$ cat src/rtl/hamming74_scrubber.sv
// Background scrubber for a Hamming(7,4) protected register: samples the stored
// codeword while the register is idle, publishes corrected data and writes single-bit fixes back.
module hamming74_scrubber #(
  parameter int SCRUB_PERIOD = 64,
  parameter int CNT_W        = 8,
  parameter int WB_TIMEOUT   = 16
) (
  input  logic             clk,
  input  logic             rst,
  input  logic             en,
  input  logic             scrub_req,
  input  logic             reg_busy,
  input  logic [6:0]       cw_in,
  output logic             wb_valid,
  input  logic             wb_ready,
  output logic [6:0]       wb_cw,
  output logic [3:0]       data_out,
  output logic             data_valid,
  output logic [2:0]       syndrome,
  output logic             err_flag,
  output logic [CNT_W-1:0] err_count,
  input  logic             clr_count,
  output logic             timeout_err,
  output logic [1:0]       state_dbg
);

  localparam int TMR_W = $clog2(SCRUB_PERIOD);
  localparam int WTO_W = $clog2(WB_TIMEOUT + 1);
  localparam logic [TMR_W-1:0] TMR_RELOAD = TMR_W'(SCRUB_PERIOD - 1);
  localparam logic [WTO_W-1:0] WTO_LAST   = WTO_W'(WB_TIMEOUT - 1);

  localparam logic [1:0] IDLE   = 2'd0;
  localparam logic [1:0] SAMPLE = 2'd1;
  localparam logic [1:0] DECODE = 2'd2;
  localparam logic [1:0] WB     = 2'd3;

  logic [1:0]       state;
  logic             pending;
  logic [TMR_W-1:0] timer;
  logic [WTO_W-1:0] wb_tmr;
  logic [6:0]       cw_q;

  logic [2:0] syn;
  logic [7:0] flip_mask;
  logic [6:0] cw_fix;
  logic [3:0] data_fix;
  logic       timer_run;
  logic       timer_fire;
  logic       pend_set;
  logic       cnt_inc;

  assign state_dbg = state;

  // Syndrome equals the 1-based position of the flipped bit; bit 0 of the mask is discarded
  // so a zero syndrome leaves the word untouched.
  always_comb begin
    syn[0]    = cw_q[0] ^ cw_q[2] ^ cw_q[4] ^ cw_q[6];
    syn[1]    = cw_q[1] ^ cw_q[2] ^ cw_q[5] ^ cw_q[6];
    syn[2]    = cw_q[3] ^ cw_q[4] ^ cw_q[5] ^ cw_q[6];
    flip_mask = 8'd1 << syn;
    cw_fix    = cw_q ^ flip_mask[7:1];
    data_fix  = {cw_fix[6], cw_fix[5], cw_fix[4], cw_fix[2]};
  end

  // Timer only advances while idle and the register is free to be sampled.
  assign timer_run  = en && (state == IDLE) && !reg_busy;
  assign timer_fire = timer_run && (timer == '0);
  assign pend_set   = en && (scrub_req || timer_fire);
  assign cnt_inc    = en && (state == DECODE) && (syn != 3'd0);

  always_ff @(posedge clk) begin
    if (rst) begin
      timer <= TMR_RELOAD;
    end else if (timer_run) begin
      timer <= (timer == '0) ? TMR_RELOAD : timer - TMR_W'(1);
    end
  end

  always_ff @(posedge clk) begin
    if (rst || clr_count) begin
      err_count <= '0;
    end else if (cnt_inc && (err_count != '1)) begin
      err_count <= err_count + CNT_W'(1);
    end
  end

  // Handshake: wb_cw is held while wb_valid=1; a word transfers on a rising edge
  // where wb_valid and wb_ready are both high. reg_busy in WB withdraws the request.
  always_ff @(posedge clk) begin
    if (rst) begin
      state       <= IDLE;
      pending     <= 1'b0;
      wb_tmr      <= '0;
      cw_q        <= '0;
      wb_valid    <= 1'b0;
      wb_cw       <= '0;
      data_out    <= '0;
      data_valid  <= 1'b0;
      syndrome    <= '0;
      err_flag    <= 1'b0;
      timeout_err <= 1'b0;
    end else begin
      data_valid  <= 1'b0;
      timeout_err <= 1'b0;
      if (!en) begin
        state    <= IDLE;
        wb_valid <= 1'b0;
        pending  <= 1'b0;
      end else begin
        pending <= pending | pend_set;
        case (state)
          IDLE: begin
            if (pending && !reg_busy) begin
              state   <= SAMPLE;
              pending <= pend_set;
            end
          end
          SAMPLE: begin
            if (reg_busy) begin
              state   <= IDLE;
              pending <= 1'b1;
            end else begin
              cw_q  <= cw_in;
              state <= DECODE;
            end
          end
          DECODE: begin
            syndrome   <= syn;
            err_flag   <= (syn != 3'd0);
            data_out   <= data_fix;
            data_valid <= 1'b1;
            if (syn != 3'd0) begin
              wb_cw    <= cw_fix;
              wb_valid <= 1'b1;
              wb_tmr   <= '0;
              state    <= WB;
            end else begin
              state <= IDLE;
            end
          end
          WB: begin
            if (reg_busy) begin
              wb_valid <= 1'b0;
              pending  <= 1'b1;
              state    <= IDLE;
            end else if (wb_ready) begin
              wb_valid <= 1'b0;
              state    <= IDLE;
            end else if (wb_tmr == WTO_LAST) begin
              wb_valid    <= 1'b0;
              timeout_err <= 1'b1;
              state       <= IDLE;
            end else begin
              wb_tmr <= wb_tmr + WTO_W'(1);
            end
          end
          default: state <= IDLE;
        endcase
      end
    end
  end

endmodule
$ cat config.mk
export PLATFORM = sky130hd
export DESIGN_NAME = hamming74_scrubber
export DESIGN_NICKNAME = d
export VERILOG_FILES = /design/src/rtl/hamming74_scrubber.sv
export SDC_FILE = /design/constraint.sdc
export NUM_CORES = 1
export LEC_CHECK = 0
export ABC_AREA = 1
export CAP_MARGIN = 30
export CORE_UTILIZATION = 30
export DETAILED_ROUTE_END_ITERATION = 7
export GPL_TIMING_DRIVEN = 1
export HOLD_SLACK_MARGIN = 0.05
export SYNTH_ARGS = -nofsm -noshare
export SYNTH_HDL_FRONTEND = slang
export SYNTH_SLANG_ARGS = --single-unit
export TNS_END_PERCENT = 1
$ cat constraint.sdc
create_clock -name clk -period 1.9 [get_ports clk]
set_clock_uncertainty 0.2 [all_clocks]
set_input_delay 0.19 -clock clk [delete_from_list [all_inputs] [get_ports clk]]
set_output_delay 0.19 -clock clk [all_outputs]
set_load 0.05 [all_outputs]
==> impl_metrics.csv, run 1 <==
group,metric,value,unit
outcome,status,"finished, final reports clean",
grt,antenna_found_initial,0,
worst_setup_path,crit_required,1.51,ns
worst_setup_path,slowest_delay,0.80,ns
synth,synth.most_common_cell,"nand2_1",
synth,synth_flop_cell,"dfxtp_1",
synth,synth_commonest_cells,"nand2_1 (91), inv_1 (56), dfxtp_1 (47), nor2_1 (46), a21oi_1 (23)",
drt,ant_nets,0,
drt,vias_per_cell,4.47,
cts,worst_skew_pair.late_latency,0.30,ns
worst_setup_path,critical_path_arrival,1.45,ns
power_and_ir_drop,power.density,564,nW/µm²
synth,synth_edf_count,0,
power_and_ir_drop,ir_worst_vdd,0.000252,V
grt,grt.overflow.total,0,
synth,yosys-top-cells-area,"dfxtp_1 (39%), nand2_1 (14%), inv_1 (8.6%), nor2_1 (7.1%), a21oi_1 (4.7%)",
cts,cts_root_buffer,"clkbuf_8",
sta,period_share,96.8,%
power_and_ir_drop,p_leak,1.55,nW
grt,grt_pass1_vias,2134,
synth,syn_area_per_cell,6.68,µm²
worst_setup_path,crit_chain,"clkdlybuf4s50_1",
cts,clkTransAtPathRegs,0.09,ns
synth,syn-instance-count,364,
die,io_pins,42,
finish,multiInputGateArea,1260,µm²
drt,vias,2385,
worst_setup_path,crit_path_start,"err_count[0]",
place,dpl.hpwl,4380,µm
synth,ys_ff_latch,47,
drt,drt-pass1-iter-count,4,
die,start_util,31.3,%
sta,maxClockFrequency,544,MHz
worst_setup_path,path_delay_family,"buffers and inverters",
synth,yosysUniqueCellTypes,30,
die,die_h,92.0,µm
cts,cts_buffers,5,
grt,grt_pass1_wl,9390,µm
worst_setup_path,slowest_stage,"clkdlybuf4s50_1",
cts,ctsHoldBuffers,0,
finish,regArea,951,µm²
sta,slew_headroom,66.6,%
sta,maxSlewViolCount,0,
sta,period_minus_slack,1.84,ns
synth,async_reset_ff_share,0,%
finish,area_growth,33.0,%
finish,antenna_cells,0,
worst_setup_path,path_class,"reg -> out",
drt,post_drt_wl_per_cell,10.6,µm
hold_path,min_path_type,"reg -> reg",
worst_setup_path,worstReg2RegStart,"state_dbg[1]",
grt,grt_max_degree,18,
finish,fin_nets,449,
worst_setup_path,cp-start-kind,"register",
hold_path,min_from,"timer[0]",
synth,synth_top_area_cell,"dfxtp_1",
worst_setup_path,worstPathMaxFanout,4,
sta,final_hold_viol_count,0,
die,dieArea,8470,µm²
worst_setup_path,path_buf_inv,1,
cts,tritoncts_num_sinks,47,
cts,cts_buffer_depth,2,
finish,fillerInstances,831,
drt,drcViolationCount,0,
synth,synthesis.area,2430,µm²
cts,h-tree-depth,2,
die,fp-row-count,32,
grt,grt_use_total,13.7,%
finish,drive_gt1_share,20.6,%
sta,rsz0062_at_grt,"true",
sta,whs,0.285,ns
synth,synth_warnings,0,
place,gp_congestion,0.887,
sta,tightest_slew,0.500,ns
die,core-area,7770,µm²
synth,yosysSeqAreaShare,38.7,%
drt,routed_wl,5660,µm
sta,fin_tns_setup,0,ns
synth,synth_fp_nets,382,
die,die_x,92.0,µm
worst_setup_path,path_depth,1,
cts,cts_tree,"yes",
drt,first_iter_violations,64,
place,port_buffers,41,
worst_setup_path,rr_worst_depth,9,
sta,setup_viol,0,
run,max_cap_violations,0,
hold_path,hold_path_depth,2,
synth,yosysTopAreaCellShare,38.7,%
worst_setup_path,cp-end-kind,"primary output",
## state kept, by name (all words and copies together) (netlist names), 2 cells and up
register / count
cw_q: 7
syndrome: 3
state_dbg: 2
wb_cw: 7
timer: 6
wb_tmr: 5
err_count: 8
data_out: 4
## metal layers
layer / wire, µm / GRT usage (%)
met5: 0 / 0
met4: 65 / 3.91
met3: 207 / 2.82
met2: 2600 / 23.4
met1: 2780 / 17.4
## where the power goes
part | switching (mW) | internal [mW]
Clock | 0.329 | 0.386
Sequential | 0.00386 | 0.990
Combinational | 0.0590 | 0.0583
Total | 0.392 | 1.43
## final timing paths
check / to / slack (ns)
worst max register to register: err_count[1] / 0.09
worst min register to register: timer[0] / 0.28
worst max-delay path: err_count[0] / 0.06
worst min-delay path: timer[0] / 0.28
## per-stage QoR
| stage | utilization, % | cells | area (µm²) | setup WS [ns] | power (mW) |
|---|---|---|---|---|---|
| CTS | 40.8 | 531 | 3170 | 0.00713 | 1.85 |
| floorplan | - | 364 | 2430 | -0.0260 | 1.07 |
| global placement | 39.4 | 524 | 3060 | -0.0878 | 1.13 |
| detailed placement | 39.4 | 524 | 3060 | -0.0947 | 1.13 |
| finish | 41.7 | 533 | 3240 | 0.0606 | 1.83 |
| global route | 41.7 | 533 | 3240 | -0.0263 | 1.90 |
## worst min-delay path, cell delays in order (launching register included)
cell and delay (ns):
dfxtp_1 0.33, nand2_1 0.05, nand3_1 0.07
## timing repair
| item | CTS | global route |
|---|---|---|
| buffers inserted | 0 | 2 |
| resized for setup | 0 | 21 |
| cloned | 0 | 0 |
| pin swaps | 1 | 3 |
| endpoints found under the setup margin | 1 | 20 |
| endpoints found under the hold margin | 0 | 0 |
## layout by cell type (no fill, tap or decap), types with 4 or more instances in the layout
cell,instances
nor3_1,5
nand2_2,5
nand2_4,5
a21oi_1,23
nand2_1,90
nand3_1,22
nor2_1,44
buf_4,50
nor2_2,4
ha_1,4
dfxtp_2,8
xor2_1,6
o21ai_0,16
clkbuf_8,5
clkdlybuf4s50_1,16
inv_1,55
nand4_1,8
dfxtp_1,39
## cell type report
class	instances	area share [%]
Clock buffer	6	2.24
Clock inverter	1	0.928
Tap cell	102	3.94
Multi-Input combinational cell	249	38.9
Timing Repair Buffer	68	17.6
Inverter	60	7.04
Sequential cell	47	29.4
## kinds of logic (layout without fill, tap and decap cells)
logic type	Yosys count	in the layout	synth area share [%]
XOR/XNOR	8	8	2.88
buffers and inverters	68	135	11.3
AO/OA/AOI/OAI	46	46	9.88
adder cells (fa/ha/maj)	4	4	2.06
flip-flops	47	47	38.7
AND/OR/NAND/NOR	191	191	35.2
(Power assumes the default switching activity.)
==> run 2: changes to the inputs <==
--- a/config.mk
+++ b/config.mk
@@ -8,6 +8,7 @@
 export ABC_AREA = 1
 export CAP_MARGIN = 30
 export CORE_UTILIZATION = 30
+export CTS_CLUSTER_SIZE = 12
 export DETAILED_ROUTE_END_ITERATION = 7
 export GPL_TIMING_DRIVEN = 1
 export HOLD_SLACK_MARGIN = 0.05
==> results of run 2 <==
Final layout, timing and power as in run 1 (identical DEF).
